[src/rtl/pipe_addsub.sv]
// Pipelined WIDTH-bit adder/subtractor: the carry chain is cut into STAGES
// registered slices, with a valid/ready handshake that stalls the whole pipe.
module pipe_addsub #(
    parameter int WIDTH  = 16,
    parameter int STAGES = 4
) (
    input  logic             clk,
    input  logic             rst_n,
    input  logic             in_valid,
    output logic             in_ready,
    input  logic [WIDTH-1:0] a,
    input  logic [WIDTH-1:0] b,
    input  logic             c_in,
    input  logic             sub,
    output logic             out_valid,
    input  logic             out_ready,
    output logic [WIDTH-1:0] sum,
    output logic             c_out,
    output logic             ovf
);
    localparam int C = WIDTH / STAGES;

    logic             vld_q [STAGES];
    logic [WIDTH-1:0] a_q   [STAGES];
    logic [WIDTH-1:0] b_q   [STAGES];
    logic [WIDTH-1:0] s_q   [STAGES];
    logic             cy_q  [STAGES];
    logic             cmsb_q;

    logic             vld_src [STAGES];
    logic [WIDTH-1:0] a_src   [STAGES];
    logic [WIDTH-1:0] b_src   [STAGES];
    logic [WIDTH-1:0] s_src   [STAGES];
    logic             cy_src  [STAGES];
    logic [C:0]       slice   [STAGES];
    logic [WIDTH-1:0] s_nxt   [STAGES];
    logic             cmsb_nxt;
    logic             advance;

    assign out_valid = vld_q[STAGES-1];
    assign advance   = out_ready || !out_valid;
    assign in_ready  = advance;

    always_comb begin
        vld_src[0] = in_valid;
        a_src[0]   = a;
        b_src[0]   = sub ? ~b : b;
        s_src[0]   = '0;
        cy_src[0]  = sub ? ~c_in : c_in;
        for (int unsigned k = 1; k < STAGES; k++) begin
            vld_src[k] = vld_q[k-1];
            a_src[k]   = a_q[k-1];
            b_src[k]   = b_q[k-1];
            s_src[k]   = s_q[k-1];
            cy_src[k]  = cy_q[k-1];
        end
        for (int unsigned k = 0; k < STAGES; k++) begin
            slice[k] = {1'b0, a_src[k][k*C +: C]} + {1'b0, b_src[k][k*C +: C]}
                     + {{C{1'b0}}, cy_src[k]};
            s_nxt[k] = s_src[k];
            s_nxt[k][k*C +: C] = slice[k][C-1:0];
        end
        // carry into the MSB recovered from the MSB sum bit: s = a ^ b ^ cin
        cmsb_nxt = a_src[STAGES-1][WIDTH-1] ^ b_src[STAGES-1][WIDTH-1]
                 ^ slice[STAGES-1][C-1];
    end

    always_ff @(posedge clk or negedge rst_n) begin
        if (!rst_n) begin
            for (int unsigned k = 0; k < STAGES; k++) begin
                vld_q[k] <= 1'b0;
                a_q[k]   <= '0;
                b_q[k]   <= '0;
                s_q[k]   <= '0;
                cy_q[k]  <= 1'b0;
            end
            cmsb_q <= 1'b0;
        end else if (advance) begin
            for (int unsigned k = 0; k < STAGES; k++) begin
                vld_q[k] <= vld_src[k];
                a_q[k]   <= a_src[k];
                b_q[k]   <= b_src[k];
                s_q[k]   <= s_nxt[k];
                cy_q[k]  <= slice[k][C];
            end
            cmsb_q <= cmsb_nxt;
        end
    end

    assign sum   = s_q[STAGES-1];
    assign c_out = cy_q[STAGES-1];
    assign ovf   = cy_q[STAGES-1] ^ cmsb_q;

endmodule

[config.mk]
export PLATFORM = sky130hd
export DESIGN_NAME = pipe_addsub
export DESIGN_NICKNAME = d
export VERILOG_FILES = /design/src/rtl/pipe_addsub.sv
export SDC_FILE = /design/constraint.sdc
export NUM_CORES = 1
export LEC_CHECK = 0
export ABC_CLOCK_PERIOD_IN_PS = 1780
export CAP_MARGIN = 30
export CORE_UTILIZATION = 45
export CTS_CLUSTER_SIZE = 20
export DETAILED_ROUTE_END_ITERATION = 16
export PLACE_DENSITY = 0.74
export SLEW_MARGIN = 20
export SYNTH_ARGS = -nofsm -noshare
export SYNTH_HDL_FRONTEND = slang
export SYNTH_SLANG_ARGS = --single-unit
[constraint.sdc]
create_clock -name clk -period 1.78 [get_ports clk]
set_input_delay 0.534 -clock clk [delete_from_list [all_inputs] [get_ports clk]]
set_output_delay 0.534 -clock clk [all_outputs]
set_load 0.1 [all_outputs]
==> qor.csv, run 1 <==
stage;metric;value;unit
outcome;status;complete, but fails checks;
outcome;failed_checks;setup timing;
synthesis;avgSynthCellArea;9.49;um2
grt;grt_antenna_before_repair;0;
pwr;power.density_cell_area;1970;mW/mm2
routing;routed_via_density;4.81;
pwr;power.sequential.fraction;0.357;
setup_path;required;1.25;ns
synthesis;async_reset_ff_frac;1.00;
floorplanning;die_w;99.4;um
synthesis;ys_seq_elements;97;
finish;fin_util;0.601;
synthesis;post_synth_most_frequent_cells;226 x sky130_fd_sc_hd__nand2_1, 97 x sky130_fd_sc_hd__dfrtp_1, 23 x sky130_fd_sc_hd__o21ai_0;
clock_tree;clock_tree.htree_level_count;3;
synthesis;synthTopCellsByArea;sky130_fd_sc_hd__dfrtp_1 57%, sky130_fd_sc_hd__nand2_1 20%, sky130_fd_sc_hd__fa_1 3.7%, sky130_fd_sc_hd__ha_1 3.5%, sky130_fd_sc_hd__xnor2_1 3.1%;
routing;detailroute.via_count;3028;
floorplanning;design.core.area;0.00920;mm2
routing;drt_pre_antenna_iters;4;
min_path;min-delay-path-class;primary input to async pin;
clock_tree;cts_root_buffer;sky130_fd_sc_hd__clkbuf_8;
synthesis;synth_top_cell_by_area;sky130_fd_sc_hd__dfrtp_1;
floorplanning;io_pins;58;
synthesis;yosys.cell_count.top_type;sky130_fd_sc_hd__nand2_1;
synthesis;synth-edff-count;0;
routing;totalWireLength;7810;um
timing;setup_viol_count_final;1;
placement;io_buffers;57;
timing;number_of_pins_exceeding_their_max_slew_limit_in_the_final_report;0;
setup_path;critical_path.startpoint;out_valid;
grt;grt_pass1_wl;14000;um
grt;globalRouteOverflowTotal;0;
grt;globalRouteTotalUtil;0.180;
floorplanning;design.die.area;0.00989;mm2
pwr;power_frac_comb;0.497;
finish;synthToLayoutAreaGrowth;29.5;%
setup_path;worst_setup_path_class;register to output port;
synthesis;ys_dominant_reg_cell;sky130_fd_sc_hd__dfrtp_1;
pwr;cellLeakagePower;2.74;nW
setup_path;worst_setup_path_end_kind;output port;
routing;ant_nets;0;
synthesis;synthesis.instances;450;
timing;tmin_final;1.79;ns
clock_tree;ctsLongestPathBuffers;2;
pwr;p_sw;4.74;mW
timing;setup_ws;-0.0101;ns
clock_tree;tritoncts.num_buffers;9;
clock_tree;hold_buffers;0;
setup_path;crit_path_start_kind;register;
setup_path;worst_r2r_startpoint;cy_q[3];
synthesis;synth.yosys.seq_area_share;0.568;
timing;max_frequency;559;MHz
synthesis;synth_area;0.00427;mm2
synthesis;yosys.area.top_type_share;0.568;
clock_tree;clock_insertion_delay_worst_skew;0.36;ns
timing;grt_setup_unrepaired;yes;
pwr;power.share.clock;0.146;
timing;fin_worst_skew;0.0142;ns
floorplanning;initial_core_utilization;0.464;
job;max-cap-violations;0;
setup_path;path_max_fanout;2;
synthesis;yosys_warnings;0;
placement;last_weighted_congestion_value_of_the_routability_driven_placer;0.741;
timing;tightestPinTransition;0.280;ns
finish;fin_nets;572;
setup_path;crit_arrival;1.26;ns
floorplanning;fp.dieH;99.4;um
grt;grt_start_max_net_pins;53;
clock_tree;clk_pin_slew;0.10;ns
synthesis;postSynthNetCount;508;
routing;routed_wire_length_per_instance;12.4;um
pwr;power.internal;6.17;mW
placement;detailedPlace.worstSlack;-0.718;ns
timing;tightest_slew_margin_relative_to_the_limit;0.814;
placement;detailed_place_hpwl;5370;um
clock_tree;cts_tree;built;
synthesis;synth.lib_cells_used.distinct;20;
grt;grt_pass1_vias;3082;
timing;post-route-period-util;1.01;
pwr;vdd_ir_drop_max;0.938;mV
pwr;power.share.switching;0.434;
finish;final_layout_size_suffix_gt1_frac;0.148;
routing;initialDrtViolationCount;173;
routing;dr_drc_count;0;
floorplanning;num_rows;35;
clock_tree;cts.sink_count;97;
timing;timing.final.hold_violations;0;
finish;antenna_cells_inserted;0;
## kinds of logic after synthesis
logic type,count (synthesis),synth area share
simple gates,236,0.210
flops,97,0.568
compound gates,44,0.0557
buf+inv,28,0.0425
xor+xnor,25,0.0513
fa+ha+maj,20,0.0726
## final timing paths
kind,cells after the start,slack [ns],end
setup reg to reg,5,0.05,cy_q[2]
setup / recovery,3,-0.01,in_ready
hold / removal,2,0.15,sum[4]
max in group asynchronous,2,1.35,out_valid
hold reg to reg,2,0.47,s_nxt[17]
min in group clk,2,0.47,s_nxt[17]
## layout by cell type, fill, tap and decap left out, types with 2 or more instances in the layout
cell / netlist / routed
sky130_fd_sc_hd__clkdlybuf4s50_1: 0 / 31
sky130_fd_sc_hd__a21oi_1: 13 / 9
sky130_fd_sc_hd__fa_2: 0 / 6
sky130_fd_sc_hd__o21ai_1: 1 / 3
sky130_fd_sc_hd__xor2_1: 10 / 7
sky130_fd_sc_hd__a21o_1: 7 / 7
sky130_fd_sc_hd__xor2_2: 0 / 2
sky130_fd_sc_hd__xnor2_1: 15 / 15
sky130_fd_sc_hd__dfrtp_1: 97 / 94
sky130_fd_sc_hd__a21oi_2: 0 / 4
sky130_fd_sc_hd__nor2_1: 7 / 7
sky130_fd_sc_hd__ha_1: 12 / 12
sky130_fd_sc_hd__dfrtp_2: 0 / 2
sky130_fd_sc_hd__clkdlybuf4s15_2: 0 / 2
sky130_fd_sc_hd__inv_1: 4 / 4
sky130_fd_sc_hd__fa_1: 8 / 2
sky130_fd_sc_hd__buf_4: 3 / 14
sky130_fd_sc_hd__bufinv_16: 0 / 2
sky130_fd_sc_hd__nand2_1: 226 / 226
sky130_fd_sc_hd__dlygate4sd2_1: 0 / 2
sky130_fd_sc_hd__buf_12: 0 / 26
sky130_fd_sc_hd__clkinvlp_4: 0 / 2
sky130_fd_sc_hd__o21ai_0: 23 / 21
sky130_fd_sc_hd__clkbuf_8: 0 / 10
## timing repair
action,4_1_cts,5_1_grt
setup endpoints to repair,10,9
resized for setup,19,5
buffers inserted,1,2
pin swaps,8,9
## power by group through the flow
| stage | registers, mW | clock network [mW] | logic (mW) |
|---|---|---|---|
| floorplan | 5.14 | 0 | 2.29 |
| global placement | 3.89 | 0 | 5.22 |
| detailed placement | 3.94 | 0 | 5.35 |
| CTS | 3.90 | 1.62 | 5.40 |
| global route | 4.04 | 1.72 | 5.92 |
| finish | 3.89 | 1.59 | 5.42 |
## sequential cells by signal (all words and copies together) (netlist names)
register,cells
c_out,1
cmsb_q,1
a_q,24
s_nxt,24
sum,16
cy_q,3
out_valid,1
vld_q,3
b_q,24
## through the flow
stage	instance area, um2	total power [mW]	instances	setup TNS (ns)	hold WS [ns]
after floorplan	4340	7.43	450	-1.28	0.238
after global placement	5250	9.10	611	-5.85	0.445
after detailed placement	5250	9.29	611	-7.50	0.455
after CTS	5500	10.9	628	-0.0440	0.154
after global routing	5530	11.7	630	-0.0601	0.159
final	5530	10.9	630	-0.0101	0.151
## critical path: stages, from the launching register on
cell                      delay [ns]
sky130_fd_sc_hd__dfrtp_4        0.48
sky130_fd_sc_hd__nor2b_4        0.14
sky130_fd_sc_hd__inv_2          0.09
sky130_fd_sc_hd__buf_12         0.18
## metal layers
layer,vias up,share of wire,track usage,routed length [um]
met5,-,0,0,0
met4,0,0.012,0.0679,93
met3,8,0.025,0.0295,198
met2,49,0.50,0.302,3930
met1,1457,0.46,0.238,3590
li1,1514,-,-,-
## final cells by class
class / count / area, um2
well taps: 111 / 139
multi-input cells: 325 / 1730
flip-flops and latches: 97 / 2430
fillers: 786 / 3670
clock buffers: 10 / 138
repair buffers: 76 / 981
inverters: 5 / 18.8
clock inverters: 6 / 88.8
No activity file was read; power rests on OpenSTA's default activity.
==> inputs of run 2 (changes only) <==
--- a/config.mk
+++ b/config.mk
@@ -7,10 +7,10 @@
 export LEC_CHECK = 0
 export ABC_CLOCK_PERIOD_IN_PS = 1780
 export CAP_MARGIN = 30
-export CORE_UTILIZATION = 45
+export CORE_UTILIZATION = 49
 export CTS_CLUSTER_SIZE = 20
 export DETAILED_ROUTE_END_ITERATION = 16
-export PLACE_DENSITY = 0.74
+export PLACE_DENSITY = 0.79
 export SLEW_MARGIN = 20
 export SYNTH_ARGS = -nofsm -noshare
 export SYNTH_HDL_FRONTEND = slang
==> run 2 against run 1 <==
Net effect:
- the run still ends with setup timing left
- wire length grew 6.9%
- register-to-register slack lost 0.05 ns
- critical path type is now primary input to register
- first-iteration DRC count rose by 7.5%
- highest routed layer unchanged
==> qor.csv, run 2 (synthesized netlist as in run 1, its figures left out) <==
stage;metric;value;unit
outcome;status;complete, but fails checks;
outcome;failed_checks;setup timing;
setup_path;ff2ff_setup_slack;0;ns
pwr;power.density_cell_area;1990;mW/mm2
setup_path;critical-path-slowest-cell;sky130_fd_sc_hd__clkdlybuf4s50_1;
setup_path;crit_arrival;2.03;ns
grt;globalRouteTotalUtil;0.209;
routing;ant_nets;0;
grt;globalRouteOverflowTotal;0;
clock_tree;hold_buffers;0;
finish;fin_util;0.665;
finish;final_layout_size_suffix_gt1_frac;0.150;
setup_path;worst_setup_path_end_kind;register;
setup_path;worst_setup_path_class;primary input to register;
routing;routed_via_density;4.92;
clock_tree;cts_tree;built;
clock_tree;clock_insertion_delay_worst_skew;0.36;ns
finish;fin_nets;574;
clock_tree;tritoncts.num_buffers;9;
pwr;total_power;11.1;mW
timing;setup_viol_count_final;1;
pwr;cellLeakagePower;2.75;nW
setup_path;cpPeakStageDelay;0.47;ns
floorplanning;num_rows;33;
clock_tree;cts_root_buffer;sky130_fd_sc_hd__clkbuf_8;
timing;timing.final.hold_violations;0;
timing;max_frequency;558;MHz
clock_tree;ctsLongestPathBuffers;2;
routing;detailroute.via_count;3077;
timing;tightest_slew_margin_relative_to_the_limit;0.776;
routing;routed_wire_length_per_instance;13.3;um
placement;detailed_place_hpwl;5870;um
floorplanning;fp.dieH;95.4;um
timing;post-route-period-util;1.01;
clock_tree;clk_pin_slew;0.10;ns
routing;drt_pre_antenna_iters;5;
setup_path;crit_path_start_kind;primary input;
min_path;min-delay-path-class;primary input to async pin;
grt;grt_start_max_net_pins;46;
finish;register_area;0.00243;mm2
clock_tree;clock_tree.htree_level_count;3;
timing;tightestPinTransition;0.336;ns
setup_path;path_max_fanout;2;
timing;tmin_final;1.79;ns
finish;antenna_cells_inserted;0;
setup_path;worst_path_dominant_cell_family;buffers and inverters;
finish;mostFrequentLayoutCells;226 x sky130_fd_sc_hd__nand2_1, 95 x sky130_fd_sc_hd__dfrtp_1, 31 x sky130_fd_sc_hd__clkdlybuf4s50_1, 27 x sky130_fd_sc_hd__buf_12, 21 x sky130_fd_sc_hd__o21ai_0;
finish;multi_input_comb_area;0.00174;mm2
finish;mostFrequentLayoutCell;sky130_fd_sc_hd__nand2_1;
floorplanning;initial_core_utilization;0.512;
setup_path;worstPathBufferInverterCount;1;
routing;dr_drc_count;0;
grt;grt_antenna_before_repair;0;
placement;last_weighted_congestion_value_of_the_routability_driven_placer;0.763;
timing;grt_setup_unrepaired;yes;
grt;grt_pass1_wl;14200;um
job;max-cap-violations;0;
timing;setup_ws;-0.0107;ns
floorplanning;design.core.area;0.00834;mm2
routing;totalWireLength;8350;um
finish;synthToLayoutAreaGrowth;29.8;%
setup_path;critical_path.cell_chain;clkdlybuf4s50_1 -> xor2_1 -> ha_1 -> a21o_1 -> a21oi_2 -> xor2_1 -> o21ai_1;
routing;initialDrtViolationCount;186;
pwr;vdd_ir_drop_max;1.18;mV
setup_path;crit_path_frequent_cell;sky130_fd_sc_hd__xor2_1;
timing;number_of_pins_exceeding_their_max_slew_limit_in_the_final_report;0;
grt;grt_pass1_vias;3067;
clock_tree;cts.sink_count;97;
finish;fillers;651;
floorplanning;die_w;95.4;um
placement;io_buffers;57;
timing;fin_worst_skew;0.0150;ns
floorplanning;design.die.area;0.00909;mm2
floorplanning;io_pins;58;
setup_path;required;2.02;ns
placement;detailedPlace.worstSlack;-0.754;ns
-- run 2: worst register-to-register path, stage by stage, from the launching register on --
cell	delay (ns)
sky130_fd_sc_hd__dfrtp_1	0.42
sky130_fd_sc_hd__fa_2	0.44
sky130_fd_sc_hd__fa_2	0.40
sky130_fd_sc_hd__a21o_1	0.20
sky130_fd_sc_hd__a21oi_2	0.13
sky130_fd_sc_hd__a21oi_1	0.08
-- run 2: final timing paths --
check	from	end	cells past startpoint
max	b[1]	s_nxt[35]	7
min	rst_n	b_q[28]	1
max reg2reg	cy_q[1]	c_out	5
min in group clk	vld_q[1]	vld_q[1]	2
max in group asynchronous	rst_n	s_nxt[21]	2
min reg2reg	vld_q[1]	vld_q[1]	2
-- run 2: metal layers --
| metal | global-route usage | share of wire |
|---|---|---|
| met2 | 0.336 | 0.50 |
| met4 | 0.0758 | 0.017 |
| met1 | 0.282 | 0.45 |
| met5 | 0 | 0 |
| met3 | 0.0415 | 0.038 |
-- run 2: cell type report --
type,count,share of cell area
Timing Repair Buffer,78,0.181
Sequential cell,97,0.439
Multi-Input combinational cell,325,0.313
Clock buffer,10,0.0230
Clock inverter,6,0.0167
Tap cell,105,0.0237
Inverter,5,0.00384
-- run 2: power by group --
part | leakage, nW | internal, mW | switching, mW | total (mW)
combinational | 1.47 | 2.20 | 3.37 | 5.58
clock | 0.103 | 0.797 | 0.761 | 1.56
sequential | 1.17 | 3.19 | 0.721 | 3.92
-- run 2: repair_timing --
item	CTS	global route
buffers inserted	2	1
cloned	0	0
endpoints found under the setup margin	10	7
pin swaps	9	10
resized for setup	23	3
-- run 2: per-stage QoR --
step	area (um2)	hold WS, ns	std cells	setup TNS [ns]
after floorplan	4340	0.238	450	-1.28
after global placement	5270	0.441	607	-7.53
after detailed placement	5270	0.453	607	-8.55
after CTS	5530	0.0607	625	-0.0354
after global routing	5540	0.0671	626	-0.124
final	5540	0.0688	626	-0.0107
